### src/rtl/xif_copro_pkg.sv
// Shared coprocessor types: predecoder response, issue-buffer entry state and entry payload.
// Latency: n/a (types and constants only).
// Backpressure: n/a.
package xif_copro_pkg;

    localparam int XIF_ID_WIDTH = 4;
    localparam int XIF_XLEN     = 32;
    localparam int XIF_NUM_RS   = 2;

    typedef logic [XIF_NUM_RS-1:0] use_gprs_t;

    // Predecoder response; the issue buffer reuses its use_gprs type.
    typedef struct packed {
        logic      accept;
        use_gprs_t use_gprs;
    } prd_rsp_t;

    typedef enum logic [1:0] {
        ST_FREE   = 2'd0,
        ST_PEND   = 2'd1,
        ST_COMMIT = 2'd2,
        ST_KILL   = 2'd3
    } entry_state_e;

    typedef struct packed {
        logic [31:0]                             instr;
        logic [XIF_ID_WIDTH-1:0]                 id;
        logic [XIF_NUM_RS-1:0][XIF_XLEN-1:0]     rs;
        use_gprs_t                               use_gprs;
    } issue_entry_t;

endpackage

### src/rtl/xif_copro_issue_ptr.sv
// Queue pointer with an extra wrap bit; advances by one per cycle when inc_i is set.
// Latency: pointer updates on the clock edge after inc_i.
// Backpressure: none; the caller decides when to advance.
// Ports: clk_i/rst_i (sync active-high), inc_i advance request, ptr_o {wrap, index}.
module xif_copro_issue_ptr #(
    parameter int DEPTH = 4,
    localparam int PW   = $clog2(DEPTH) + 1
) (
    input  logic          clk_i,
    input  logic          rst_i,
    input  logic          inc_i,
    output logic [PW-1:0] ptr_o
);

    logic [PW-1:0] r_ptr;

    always_ff @(posedge clk_i) begin
        if (rst_i) begin
            r_ptr <= '0;
        end else if (inc_i) begin
            r_ptr <= r_ptr + PW'(1);
        end
    end

    assign ptr_o = r_ptr;

endmodule

### src/rtl/xif_copro_issue_buffer.sv
// In-order XIF issue queue: holds entries until commit/kill, dispatches committed ones to EX.
// Latency: one cycle from commit to ex_valid_o; ex_* are combinational from the head entry.
// Backpressure: issue_ready_o drops when full (state only); ex_valid_o holds until ex_ready_i.
// Ports: issue_* from predecoder, commit_* from core, ex_* to execution unit,
//        occupancy_o live count, err_o one-cycle pulse on a bad commit.
// Optional: XIF_COPRO_ISSUE_STATS_EN adds stat_issued_o/stat_killed_o/stat_dispatched_o.
module xif_copro_issue_buffer
    import xif_copro_pkg::*;
#(
    parameter int DEPTH    = 4,
    // Payload widths are carried by issue_entry_t, so these must match the package.
    parameter int ID_WIDTH = XIF_ID_WIDTH,
    parameter int XLEN     = XIF_XLEN,
    parameter int NUM_RS   = XIF_NUM_RS
) (
    input  logic                      clk_i,
    input  logic                      rst_i,
    input  logic                      issue_valid_i,
    output logic                      issue_ready_o,
    input  logic [31:0]               issue_instr_i,
    input  logic [ID_WIDTH-1:0]       issue_id_i,
    input  logic [NUM_RS*XLEN-1:0]    issue_rs_i,
    input  logic [NUM_RS-1:0]         issue_use_gprs_i,
    input  logic                      commit_valid_i,
    input  logic [ID_WIDTH-1:0]       commit_id_i,
    input  logic                      commit_kill_i,
    output logic                      ex_valid_o,
    input  logic                      ex_ready_i,
    output logic [31:0]               ex_instr_o,
    output logic [ID_WIDTH-1:0]       ex_id_o,
    output logic [NUM_RS*XLEN-1:0]    ex_rs_o,
    output logic [$clog2(DEPTH):0]    occupancy_o,
`ifdef XIF_COPRO_ISSUE_STATS_EN
    output logic [31:0]               stat_issued_o,
    output logic [31:0]               stat_killed_o,
    output logic [31:0]               stat_dispatched_o,
`endif
    output logic                      err_o
);

    localparam int AW = $clog2(DEPTH);
    localparam int PW = AW + 1;

    entry_state_e  r_state [DEPTH];
    issue_entry_t  r_entry [DEPTH];
    logic          r_err;

    logic [PW-1:0] w_wr_ptr, w_cm_ptr, w_rd_ptr;
    logic [AW-1:0] w_wr_idx, w_cm_idx, w_rd_idx;
    logic [PW-1:0] w_occ;
    logic          w_issue, w_commit_ok, w_retire, w_dispatch, w_pend_exists;
    issue_entry_t  w_new, w_head;

    assign w_wr_idx = w_wr_ptr[AW-1:0];
    assign w_cm_idx = w_cm_ptr[AW-1:0];
    assign w_rd_idx = w_rd_ptr[AW-1:0];

    assign w_occ         = w_wr_ptr - w_rd_ptr;
    assign issue_ready_o = (w_occ != PW'(DEPTH));
    assign w_issue       = issue_valid_i & issue_ready_o;

    // Everything from cm_ptr up to wr_ptr is PEND; the entry being issued this
    // cycle sits at wr_ptr and so is never a commit target.
    assign w_pend_exists = (w_cm_ptr != w_wr_ptr) && (r_state[w_cm_idx] == ST_PEND);
    assign w_commit_ok   = commit_valid_i & w_pend_exists & (r_entry[w_cm_idx].id == commit_id_i);

    assign w_head     = r_entry[w_rd_idx];
    assign ex_valid_o = (r_state[w_rd_idx] == ST_COMMIT);
    assign w_dispatch = ex_valid_o & ex_ready_i;
    // Killed heads drain silently, one per cycle.
    assign w_retire   = w_dispatch | (r_state[w_rd_idx] == ST_KILL);

    xif_copro_issue_ptr #(.DEPTH(DEPTH)) u_wr_ptr (
        .clk_i(clk_i), .rst_i(rst_i), .inc_i(w_issue),     .ptr_o(w_wr_ptr));
    xif_copro_issue_ptr #(.DEPTH(DEPTH)) u_cm_ptr (
        .clk_i(clk_i), .rst_i(rst_i), .inc_i(w_commit_ok), .ptr_o(w_cm_ptr));
    xif_copro_issue_ptr #(.DEPTH(DEPTH)) u_rd_ptr (
        .clk_i(clk_i), .rst_i(rst_i), .inc_i(w_retire),    .ptr_o(w_rd_ptr));

    // Unused operands are zeroed on capture so the stored payload is already clean.
    always_comb begin
        w_new          = '0;
        w_new.instr    = issue_instr_i;
        w_new.id       = issue_id_i;
        w_new.use_gprs = issue_use_gprs_i;
        for (int k = 0; k < NUM_RS; k++) begin
            w_new.rs[k] = issue_use_gprs_i[k] ? issue_rs_i[k*XLEN +: XLEN] : '0;
        end
    end

    always_comb begin
        ex_rs_o = '0;
        for (int k = 0; k < NUM_RS; k++) begin
            ex_rs_o[k*XLEN +: XLEN] = w_head.use_gprs[k] ? w_head.rs[k] : '0;
        end
    end

    assign ex_instr_o  = w_head.instr;
    assign ex_id_o     = w_head.id;
    assign occupancy_o = w_occ;
    assign err_o       = r_err;

    // Issue, commit and retire always hit distinct entries, so one chain suffices.
    always_ff @(posedge clk_i) begin
        if (rst_i) begin
            for (int i = 0; i < DEPTH; i++) r_state[i] <= ST_FREE;
            r_err <= 1'b0;
        end else begin
            for (int i = 0; i < DEPTH; i++) begin
                if (w_issue && (AW'(i) == w_wr_idx)) begin
                    r_state[i] <= ST_PEND;
                end else if (w_commit_ok && (AW'(i) == w_cm_idx)) begin
                    r_state[i] <= commit_kill_i ? ST_KILL : ST_COMMIT;
                end else if (w_retire && (AW'(i) == w_rd_idx)) begin
                    r_state[i] <= ST_FREE;
                end
            end
            r_err <= commit_valid_i & ~w_commit_ok;
        end
    end

    always_ff @(posedge clk_i) begin
        if (w_issue) r_entry[w_wr_idx] <= w_new;
    end

`ifdef XIF_COPRO_ISSUE_STATS_EN
    logic [31:0] r_stat_issued, r_stat_killed, r_stat_dispatched;

    always_ff @(posedge clk_i) begin
        if (rst_i) begin
            r_stat_issued     <= '0;
            r_stat_killed     <= '0;
            r_stat_dispatched <= '0;
        end else begin
            if (w_issue && (r_stat_issued != '1))
                r_stat_issued <= r_stat_issued + 32'd1;
            if (w_commit_ok && commit_kill_i && (r_stat_killed != '1))
                r_stat_killed <= r_stat_killed + 32'd1;
            if (w_dispatch && (r_stat_dispatched != '1))
                r_stat_dispatched <= r_stat_dispatched + 32'd1;
        end
    end

    assign stat_issued_o     = r_stat_issued;
    assign stat_killed_o     = r_stat_killed;
    assign stat_dispatched_o = r_stat_dispatched;
`endif

endmodule

### config.mk
export PLATFORM = sky130hd
export DESIGN_NAME = xif_copro_issue_buffer
export DESIGN_NICKNAME = d
export VERILOG_FILES = /design/src/rtl/xif_copro_pkg.sv /design/src/rtl/xif_copro_issue_ptr.sv /design/src/rtl/xif_copro_issue_buffer.sv
export SDC_FILE = /design/constraint.sdc
export NUM_CORES = 1
export LEC_CHECK = 0
export ABC_CLOCK_PERIOD_IN_PS = 5900
export BUFFER_PORTS_ARGS = -buffer_cell sky130_fd_sc_hd__buf_2
export CORE_MARGIN = 5
export CORE_UTILIZATION = 58
export DETAILED_ROUTE_END_ITERATION = 8
export PLACE_DENSITY = 0.86
export SLEW_MARGIN = 10
export SYNTH_ARGS = -nofsm -noshare
export SYNTH_HDL_FRONTEND = slang
export SYNTH_SLANG_ARGS = --single-unit
### constraint.sdc
create_clock -name clk_i -period 5.9 [get_ports clk_i]
set_input_delay 0.295 -clock clk_i [delete_from_list [all_inputs] [get_ports clk_i]]
set_output_delay 0.295 -clock clk_i [all_outputs]
set_load 0.02 [all_outputs]
==> run summary <==
Initial Utilization - 59.0%
FMAX - 275 MHz
Placer Congestion - 0.845
setup slack, reg-to-reg - 2.26 ns
Synth top area share - 73.4%
cell with the most instances after synthesis - edfxtp_1
endpoints failing hold - 0
Min Hold Slack - 0.0436 ns
kind of end point of the critical path - flip-flop
CP Class - reg2reg
Yosys warnings - 0
Die W - 181 microns
CTS tree - done
final setup fails - 0
largest net degree at the start of global routing - 70
crit path max fanout - 69
total CTS buffers - 42
cell leakage power - 7.10 nW
unrepaired setup endpoints after global routing - false
Async S/R FF share, synth - 0%
CTS root buf - clkbuf_16
via count - 8,673
GRT overflow - 0
Residual DRC - 0
Post-Route WL - 35.3 mm
area delta synth->final - 18.6%
Yosys reg bits - 430
synthesized area per cell - 20.7 sq um
CORE AREA - 0.0289 sq mm
top_reg_cell synth - edfxtp_1
clock sinks - 430
fill count - 1,823
worst skew pair latency - 0.53 ns
critical path arrival - 3.85 ns
sequential standard cell area - 0.0128 sq mm
number of post-CTS setup repair buffers - 0
Worst Tran Pin Value - 1.08 ns
vias in the first global route - 9,224
CTS Hold Bufs - 34
DR vias/cell - 5.78
Pwr Density - 412 mW/mm^2
GRT Overall Usage - 21.4%
syn_nets - 948
share of cells above drive strength 1 - 36.4%
final slew viol count - 0
Max-Cap Viols - 0
cell area after synthesis - 0.0170 sq mm
startpoint types - flip-flop
FP Rows - 62
first-pass GRT wire length - 54.2 mm
initial antenna violation count - 0
final setup TNS - 0 ns
antenna fix cells - 0
Post-DRT Antenna Nets - 0
status - finished, final reports clean
HPWL Detailed - 21.0 mm
input/output buffers - 217
Slew HR - 27.8%
NumNets Final - 1,215
IO Count - 218
Initial DRT Pass Iterations - 4
Wirelength per Cell - 23.5 microns
Synth top cells by count - edfxtp_1, mux4_2, nor2b_1
final worst path period share - 61.7%
Period minus WS final - 3.64 ns
Critical Path RT - 6.11 ns
Synth area leaders - edfxtp_1, mux4_2, nor2b_1
Multi-input gate area - 0.00403 sq mm
clock tree buffer depth - 3
Iteration-0 DRC Markers - 868
IR drop worst, VDD - 0.000295 V
Hold Path Stages - 1
cells on worst reg2reg path - 8
number of flops mapped to enable cells by yosys - 416
post-synth cell types - 38
Die ar. - 0.0329 sq mm
Clock Skew - 0.0170 ns
Die Y - 181 microns
clock-pin slew on the worst setup and hold paths - 0.06 ns
H-tree depth - 2
Synth area leader - edfxtp_1
hold crit path type - in2reg
sequential area share after synthesis - 75.0%
post-cts repair resize count - 0
Synth Instances - 822
[cell families (layout without fill, tap and decap cells)]
group / after synthesis / in the layout / share of synthesized area, %
adder cells (fa/ha/maj): 14 / 14 / 1.07
flip-flops: 430 / 430 / 75.0
buffers and inverters: 55 / 350 / 1.40
XOR/XNOR: 14 / 14 / 0.897
multiplexers: 117 / 117 / 14.7
AND/OR/NAND/NOR: 173 / 173 / 6.05
AO/OA/AOI/OAI: 19 / 19 / 0.911
[placed cells by master, fill, tap and decap left out, drive strengths merged, types with 2 or more instances in the layout]
| cell | n |
|---|---|
| dlygate4sd3 | 34 |
| mux2i | 7 |
| or3 | 2 |
| nor2 | 16 |
| ha | 13 |
| a21oi | 6 |
| inv | 15 |
| bufinv | 4 |
| xor2 | 7 |
| mux2 | 5 |
| clkinv | 19 |
| nand2 | 13 |
| and2 | 64 |
| a21o | 3 |
| dfxtp | 14 |
| xnor2 | 6 |
| a41o | 4 |
| clkbuf | 49 |
| edfxtp | 416 |
| mux4 | 105 |
| o21ai | 2 |
| and4 | 4 |
| buf | 229 |
| nand3 | 2 |
| nor2b | 70 |
[critical path, stage by stage (launching register included)]
cell,delay (ns)
dfxtp_1,0.45
inv_1,0.13
ha_1,0.23
fa_1,0.38
xor3_1,0.24
a31oi_2,0.39
nand2_1,0.24
inv_4,0.77
buf_4,0.43
[routing by layer]
metal	track usage, %	wire (microns)
met1	28.9	13700
met2	36.5	18100
met3	3.76	2590
met4	6.39	900
met5	0	0
[cell type report]
| cell class | count | area share, % |
|---|---|---|
| clock buffers | 49 | 5.44 |
| repair buffers | 263 | 7.57 |
| well taps | 384 | 2.38 |
| flip-flops and latches | 430 | 63.3 |
| multi-input cells | 337 | 20.0 |
| inverters | 15 | 0.328 |
| clock inverters | 23 | 1.05 |
[worst paths after layout]
check,endpoint,from
min reg2reg,u_rd_ptr.ptr_o[2]$_SDFFE_PP0N_,u_rd_ptr.ptr_o[2]$_SDFFE_PP0N_
max reg2reg,r_entry[3][91]$_DFFE_PP_,u_wr_ptr.ptr_o[0]$_SDFFE_PP0N_
min,r_entry[2][66]$_DFFE_PP_,issue_id_i[0]
max,r_entry[3][91]$_DFFE_PP_,u_wr_ptr.ptr_o[0]$_SDFFE_PP0N_
[state kept, by name (all words and copies together) (netlist names), named ones only]
name and cells:
r_entry 408, err_o 1, u_rd_ptr.ptr_o 3, u_cm_ptr.ptr_o 3, u_wr_ptr.ptr_o 3, r_state 8
[power by group]
part           internal, mW  leakage (nW)  switching, mW
sequential             3.71          3.99          0.157
combinational         0.785          2.46           1.10
clock                  1.50         0.648           1.07
total                  6.00          7.10           2.32
[metrics by stage]
step	area (sq um)	power [mW]	cells	util [%]	setup slack, ns
2_1_floorplan	17000	5.18	822	-	1.53
3_3_place_gp	18500	5.77	1395	64.3	2.33
3_5_place_dp	18500	5.81	1395	64.3	2.27
4_1_cts	20200	8.39	1501	70.0	2.26
5_1_grt	20200	8.66	1501	70.0	2.09
6_report	20200	8.32	1501	70.0	2.26
Note: power is estimated with default switching activity, not from simulation.
